`src/rtl/tdc_fifo_write_arbiter.sv`:
```
// rtl/tdc_fifo_write_arbiter.sv - round-robin FIFO write-port arbiter for NUM_CH TDC controllers
// One word per grant; done pulse returned only to the served channel.
module tdc_fifo_write_arbiter #(
  parameter int NUM_CH  = 2,
  parameter int DATA_W  = 32,
  parameter int STALL_W = 16
) (
  input  logic                     clk,
  input  logic                     rst,
  input  logic [NUM_CH-1:0]        req_wr_en,
  input  logic [NUM_CH*DATA_W-1:0] req_data,
  output logic [NUM_CH-1:0]        req_done,
  input  logic                     fifo_full,
  output logic                     fifo_wr_en,
  output logic [DATA_W-1:0]        fifo_din,
  output logic                     busy,
  output logic [2:0]               last_grant,
  output logic [STALL_W-1:0]       full_stall_cnt
);

  typedef enum logic [1:0] {
    ST_IDLE  = 2'd0,
    ST_WRITE = 2'd1,
    ST_ACK   = 2'd2
  } state_t;

  localparam logic [NUM_CH-1:0] ONE_CH = NUM_CH'(1);

  state_t              r_state;
  logic [NUM_CH-1:0]   r_req_done;
  logic                r_fifo_wr_en;
  logic [DATA_W-1:0]   r_fifo_din;
  logic                r_busy;
  logic [2:0]          r_last_grant;
  logic [STALL_W-1:0]  r_stall_cnt;
  logic [2:0]          r_rr_ptr;

  logic                w_any;
  logic                w_hi_found;
  logic [2:0]          w_hi;
  logic [2:0]          w_lo;
  logic [2:0]          w_grant;
  logic [DATA_W-1:0]   w_data;

  assign w_any = |req_wr_en;

  // Lowest requester at or above rr_ptr wins; otherwise wrap to the lowest requester overall.
  always_comb begin
    w_hi_found = 1'b0;
    w_hi       = '0;
    w_lo       = '0;
    for (int j = NUM_CH - 1; j >= 0; j--) begin
      if (req_wr_en[j]) begin
        w_lo = 3'(j);
        if (j >= int'(r_rr_ptr)) begin
          w_hi       = 3'(j);
          w_hi_found = 1'b1;
        end
      end
    end
    w_grant = w_hi_found ? w_hi : w_lo;
  end

  always_comb begin
    w_data = '0;
    for (int j = 0; j < NUM_CH; j++) begin
      if (3'(j) == w_grant) begin
        w_data = req_data[j*DATA_W +: DATA_W];
      end
    end
  end

  always_ff @(posedge clk) begin
    if (rst) begin
      r_state      <= ST_IDLE;
      r_req_done   <= '0;
      r_fifo_wr_en <= 1'b0;
      r_fifo_din   <= '0;
      r_busy       <= 1'b0;
      r_last_grant <= '0;
      r_stall_cnt  <= '0;
      r_rr_ptr     <= '0;
    end else begin
      case (r_state)
        ST_IDLE: begin
          if (w_any && !fifo_full) begin
            r_fifo_din   <= w_data;
            r_fifo_wr_en <= 1'b1;
            r_last_grant <= w_grant;
            r_rr_ptr     <= (w_grant == 3'(NUM_CH - 1)) ? 3'd0 : w_grant + 3'd1;
            r_busy       <= 1'b1;
            r_state      <= ST_WRITE;
          end else if (w_any && fifo_full && (r_stall_cnt != '1)) begin
            r_stall_cnt <= r_stall_cnt + 1'b1;
          end
        end
        ST_WRITE: begin
          r_fifo_wr_en <= 1'b0;
          r_req_done   <= ONE_CH << r_last_grant;
          r_state      <= ST_ACK;
        end
        ST_ACK: begin
          r_req_done <= '0;
          r_busy     <= 1'b0;
          r_state    <= ST_IDLE;
        end
        default: begin
          r_state <= ST_IDLE;
        end
      endcase
    end
  end

  assign req_done       = r_req_done;
  assign fifo_wr_en     = r_fifo_wr_en;
  assign fifo_din       = r_fifo_din;
  assign busy           = r_busy;
  assign last_grant     = r_last_grant;
  assign full_stall_cnt = r_stall_cnt;

endmodule

```
`config.mk`:
```
export PLATFORM = sky130hd
export DESIGN_NAME = tdc_fifo_write_arbiter
export DESIGN_NICKNAME = d
export VERILOG_FILES = /design/src/rtl/tdc_fifo_write_arbiter.sv
export SDC_FILE = /design/constraint.sdc
export NUM_CORES = 1
export LEC_CHECK = 0
export ABC_AREA = 1
export BUFFER_PORTS_ARGS = -buffer_cell sky130_fd_sc_hd__buf_2
export CAP_MARGIN = 0
export CORE_MARGIN = 2
export CORE_UTILIZATION = 48
export CTS_CLUSTER_SIZE = 30
export DETAILED_ROUTE_END_ITERATION = 7
export GPL_ROUTABILITY_DRIVEN = 0
export PLACE_DENSITY = 0.89
export SETUP_SLACK_MARGIN = 0.15
export SYNTH_ARGS = -nofsm -noshare
export SYNTH_HDL_FRONTEND = slang
export SYNTH_SLANG_ARGS = --single-unit
```
`constraint.sdc`:
```
create_clock -name clk -period 1.9 [get_ports clk]
set_input_delay 0.095 -clock clk [delete_from_list [all_inputs] [get_ports clk]]
set_output_delay 0.095 -clock clk [all_outputs]
set_load 0.05 [all_outputs]
```
# Word level (Yosys, flattened, before mapping)
# Cells that the tools add are included.
# word_totals
ff_bits	60
input_bits	69
output_inout_bits	55
# op_classes
add_sub_neg	2
order_cmp	2
eq_ne	6
shifts	1
mux	20
bitwise_logic	1
n_reduce_logical	14
# ops
cell	count
two-way mux 32 bit	2
adder 16 x 1 -> 16 bit, second input constant	1
inequality test 16 bit, second input constant	1
two-way mux 3 bit	5
two-way mux 1 bit	8
case mux 2 bit (2 select lines)	2
greater-or-equal comparator 1 x 3 -> 1 bit, first input constant	2
AND reduction 2 bit	3
nonzero test 2 bit	3
case mux 1 bit (2 select lines)	2
adder 3 x 1 -> 3 bit, second input constant	1
== test 1 x 3 -> 1 bit, first input constant	1
== test 3 x 1 -> 1 bit, second input constant	1
logical AND 1 bit	3
zero test 3 bit	1
AND reduction 3 bit	1
<< shifter 1 x 3 -> 2 bit, first input constant	1
== test 2 x 1 -> 1 bit, second input constant	1
== test 2 bit, second input constant	1
zero test 2 bit	1
two-way mux 2 bit	1
inequality test 2 bit, second input constant	1
OR reduction 2 bit	1
zero test 1 bit	1
inverter 1 bit	1

# Depth between registers and ports, before layout
# logic_depth
word_depth	9
depth_mapped	9

# Least setup slack after synthesis
# Ideal clock, no wire load.
# synth_timing
kind	flip-flop to flip-flop
startpoint	register r_stall_cnt[0] (netlist: full_stall_cnt[0])
endpoint	register r_stall_cnt[6] (netlist: full_stall_cnt[6])
arrival_time_ps	1930
required_time_ps	1764
setup_slack_ps	-166
stages_incl_launch_ff	10
path_buffers	1
synth_period_minus_slack_ps	2066
path_cell_list	dfxtp_1 ha_1 inv_1 nor2_4 nand2_2 o21ai_2 inv_2 buf_6 nand2_1 a21oi_2
# synth_between
elab_chain_cells	3
# synth_lines
item	line_no	text
start: declaration	35	logic [STALL_W-1:0] r_stall_cnt;
start signal: assignment	94	r_stall_cnt <= r_stall_cnt + 1'b1;
branches (longest 3 deep; another with adder 16 x 1 -> 16 bit)	--	
# Several ways; the timed one is not identified.
# A chain may end at the register's enable or synchronous reset.

# Worst setup path in the final report
# layout_timing
startpoint	register r_stall_cnt[0] (netlist: full_stall_cnt[0])
endpoint	register r_stall_cnt[10] (netlist: full_stall_cnt[10])
# The elaborated chain is that of the path after synthesis.

==> flow_metrics.py <==
metrics = {
    "finish": {
        "syn2layout_area_growth_pct": 30.3,
        "finalNetCount": 603,
        "n_antenna_cell": 0,
        "final_common_cell": "nand2_1",
        "post-route-util_pct": 63.8,
        "final_cell_mix": "nand2_1 (134), buf_2 (121), inv_1 (55), dfxtp_1 (44), nand3_1 (35)",
        "layout-drive-gt1-share_pct": 31.5,
        "fillers": 518,
    },
    "die": {
        "boundaryPins": 124,
        "die_h_microns": 81.0,
        "fp.dieW_microns": 81.0,
        "core_region_area_sq_um": 5820,
        "initial_core_util_pct": 49.0,
        "die_area_sq_um": 6570,
        "rows": 28,
    },
    "grt": {
        "grt_max_degree": 68,
        "grtUsageTotal_pct": 22.5,
        "antenna_found_initial": 0,
        "overflow": 0,
        "grt_pass1_wl_microns": 11900,
        "grt_pass1_vias": 2781,
    },
    "run": {
        "cap_violations": 0,
    },
    "setup_path": {
        "path_class": "reg2reg",
        "worstPathArrival_ps": 1840,
        "r2r_end": "full_stall_cnt[10]",
        "crit_required_ps": 2130,
        "rrSetupSlack_ps": 290,
        "endpoint_kind": "flop",
        "crit_fanout": 8,
        "start_kind": "flop",
        "r2r_start": "full_stall_cnt[0]",
        "r2r_cells": 8,
    },
    "hold_path": {
        "hold_path_end": "fifo_din[6]",
        "hold_path_class": "in2reg",
        "min_from": "req_data[6]",
        "worst_hold_path.num_cells": 5,
    },
    "sta": {
        "post-route-period-util_pct": 84.9,
        "whs_ps": 122,
        "hold_viol": 0,
        "max_freq_mhz": 620,
        "fin_crit_ps": 1610,
        "grt_setup_unrepaired": "true",
        "slew_viol_final": 0,
        "setup_viol": 0,
        "fin_setup_tns_ps": 0,
        "finalClockSkew_ps": 11.8,
    },
    "route": {
        "drcViolationCount": 0,
        "ant_nets": 0,
        "dr.pass1.iters": 5,
        "wl_per_cell_microns": 12.1,
        "drt_wl_total_microns": 7340,
        "num_vias": 3085,
        "drt_iter0_markers": 150,
        "avgViaCountPerCell": 5.10,
    },
    "logic_synthesis": {
        "yosysUniqueCellTypes": 25,
        "ys_seq_area_share_pct": 39.4,
        "postSynthAreaPerCell_sq_um": 6.87,
        "netlist_area_sq_um": 2850,
        "synth-seq-cells": 56,
        "synth_cells": 415,
        "yosysWarnings": 0,
    },
    "power": {
        "leakage_uw": 0.00191,
        "design_power_total_uw": 3350,
        "powerDensity_nw_per_um2": 902,
        "ir_worst_vdd_uv": 582,
    },
    "cts": {
        "htreeDepth": 2,
        "clockBufferDepth": 2,
        "cts_tree": "yes",
        "insertion_delay_ps": 300,
        "cts_setup_buffers": 0,
        "clk_pin_slew_ps": 100,
        "cts_root_buf": "clkbuf_8",
        "clock_sinks": 56,
        "cts_buffers": 5,
    },
    "outcome": {
        "status": "complete, no violations",
    },
    "placed_design": {
        "dp_hpwl_microns": 5160,
        "port_buffers": 121,
    },
}
[power breakdown]
group | switching (uW) | internal, uW
Sequential | 75.2 | 1310
Clock | 377 | 466
Combinational | 805 | 317
[cells in the mapped netlist (all sizes together)]
master    n  area [sq um]
nor2     26           120
buf      11          72.6
a21oi    20           123
nand2   136           515
xor2      3          26.3
o211ai   32           240
o21ai    12          63.8
inv      56           210
a211oi    1          7.51
nand4     5          31.3
nor3      1          5.00
dfxtp    56          1120
ha        5          62.6
clkbuf   12          45.0
nand3    35           175
conb      1          3.75
xnor2     3          26.3
[flip-flops by register name (all words and copies together) (netlist names)]
| signal | flops |
|---|---|
| last_grant | 1 |
| full_stall_cnt | 16 |
| busy | 1 |
| r_state | 2 |
| fifo_wr_en | 1 |
| r_rr_ptr | 1 |
| req_done | 2 |
| fifo_din | 32 |
[worst max path at each step]
stage	slack, ps	endpoint	start	cells after the start
after floorplan	170	full_stall_cnt[6]	full_stall_cnt[0]	9
after global placement	320	full_stall_cnt[7]	full_stall_cnt[0]	8
after detailed placement	230	full_stall_cnt[10]	r_state[0]	8
after CTS	190	full_stall_cnt[10]	r_state[0]	8
after global routing	80	full_stall_cnt[1]	r_state[0]	8
final	290	full_stall_cnt[10]	full_stall_cnt[0]	8
[layout make-up]
| cell class | instances | area [sq um] | share of cell area [%] |
|---|---|---|---|
| inverter | 56 | 213 | 5.73 |
| clock inverter | 1 | 30.0 | 0.809 |
| multi-input combinational | 281 | 1430 | 38.4 |
| timing repair buffer | 129 | 712 | 19.2 |
| tap | 75 | 93.8 | 2.53 |
| sequential | 56 | 1140 | 30.7 |
| clock buffer | 7 | 96.3 | 2.60 |
[through the flow]
step	cells	setup slack [ps]	area (sq um)
finish	605	287	3710
detailed placement	596	228	3540
global route	605	75.9	3710
global placement	596	318	3540
CTS	604	193	3670
floorplan	416	168	2870
[worst max-delay path, stage by stage (launching register included)]
cell and delay, ps:
dfxtp_4 400, ha_2 230, inv_1 80, nor2_4 150, nand2_2 100, o21ai_4 180, buf_6 170, nand2_1 90
a21oi_2 140
[metal layers]
layer  part of all wire, %  vias to the layer above  global-route usage (%)
met5                     0                        -                       0
met4                  0.93                        0                    6.78
met3                   8.3                        8                    6.56
met2                    49                      135                    39.8
met1                    42                     1395                    26.1
li1                      -                     1547                       -
[what timing repair did]
| item | 4_1_cts | 5_1_grt |
|---|---|---|
| hold endpoints to repair | 0 | 0 |
| resized for setup | 0 | 5 |
| endpoints found under the setup margin | 0 | 15 |
| hold buffers | 0 | 0 |
[cell families (layout without fill, tap and decap cells)]
family	Yosys count	count (layout)	synth area share [%]
and+or+nand+nor	203	203	29.7
buffers and inverters	79	193	11.5
xor gates and xnor gates	6	6	1.84
DFF	56	56	39.4
other	1	2	0.132
adders and majority gates	5	5	2.20
AOI/OAI and AO/OA	65	65	15.2
No activity file was read; power rests on OpenSTA's default activity.
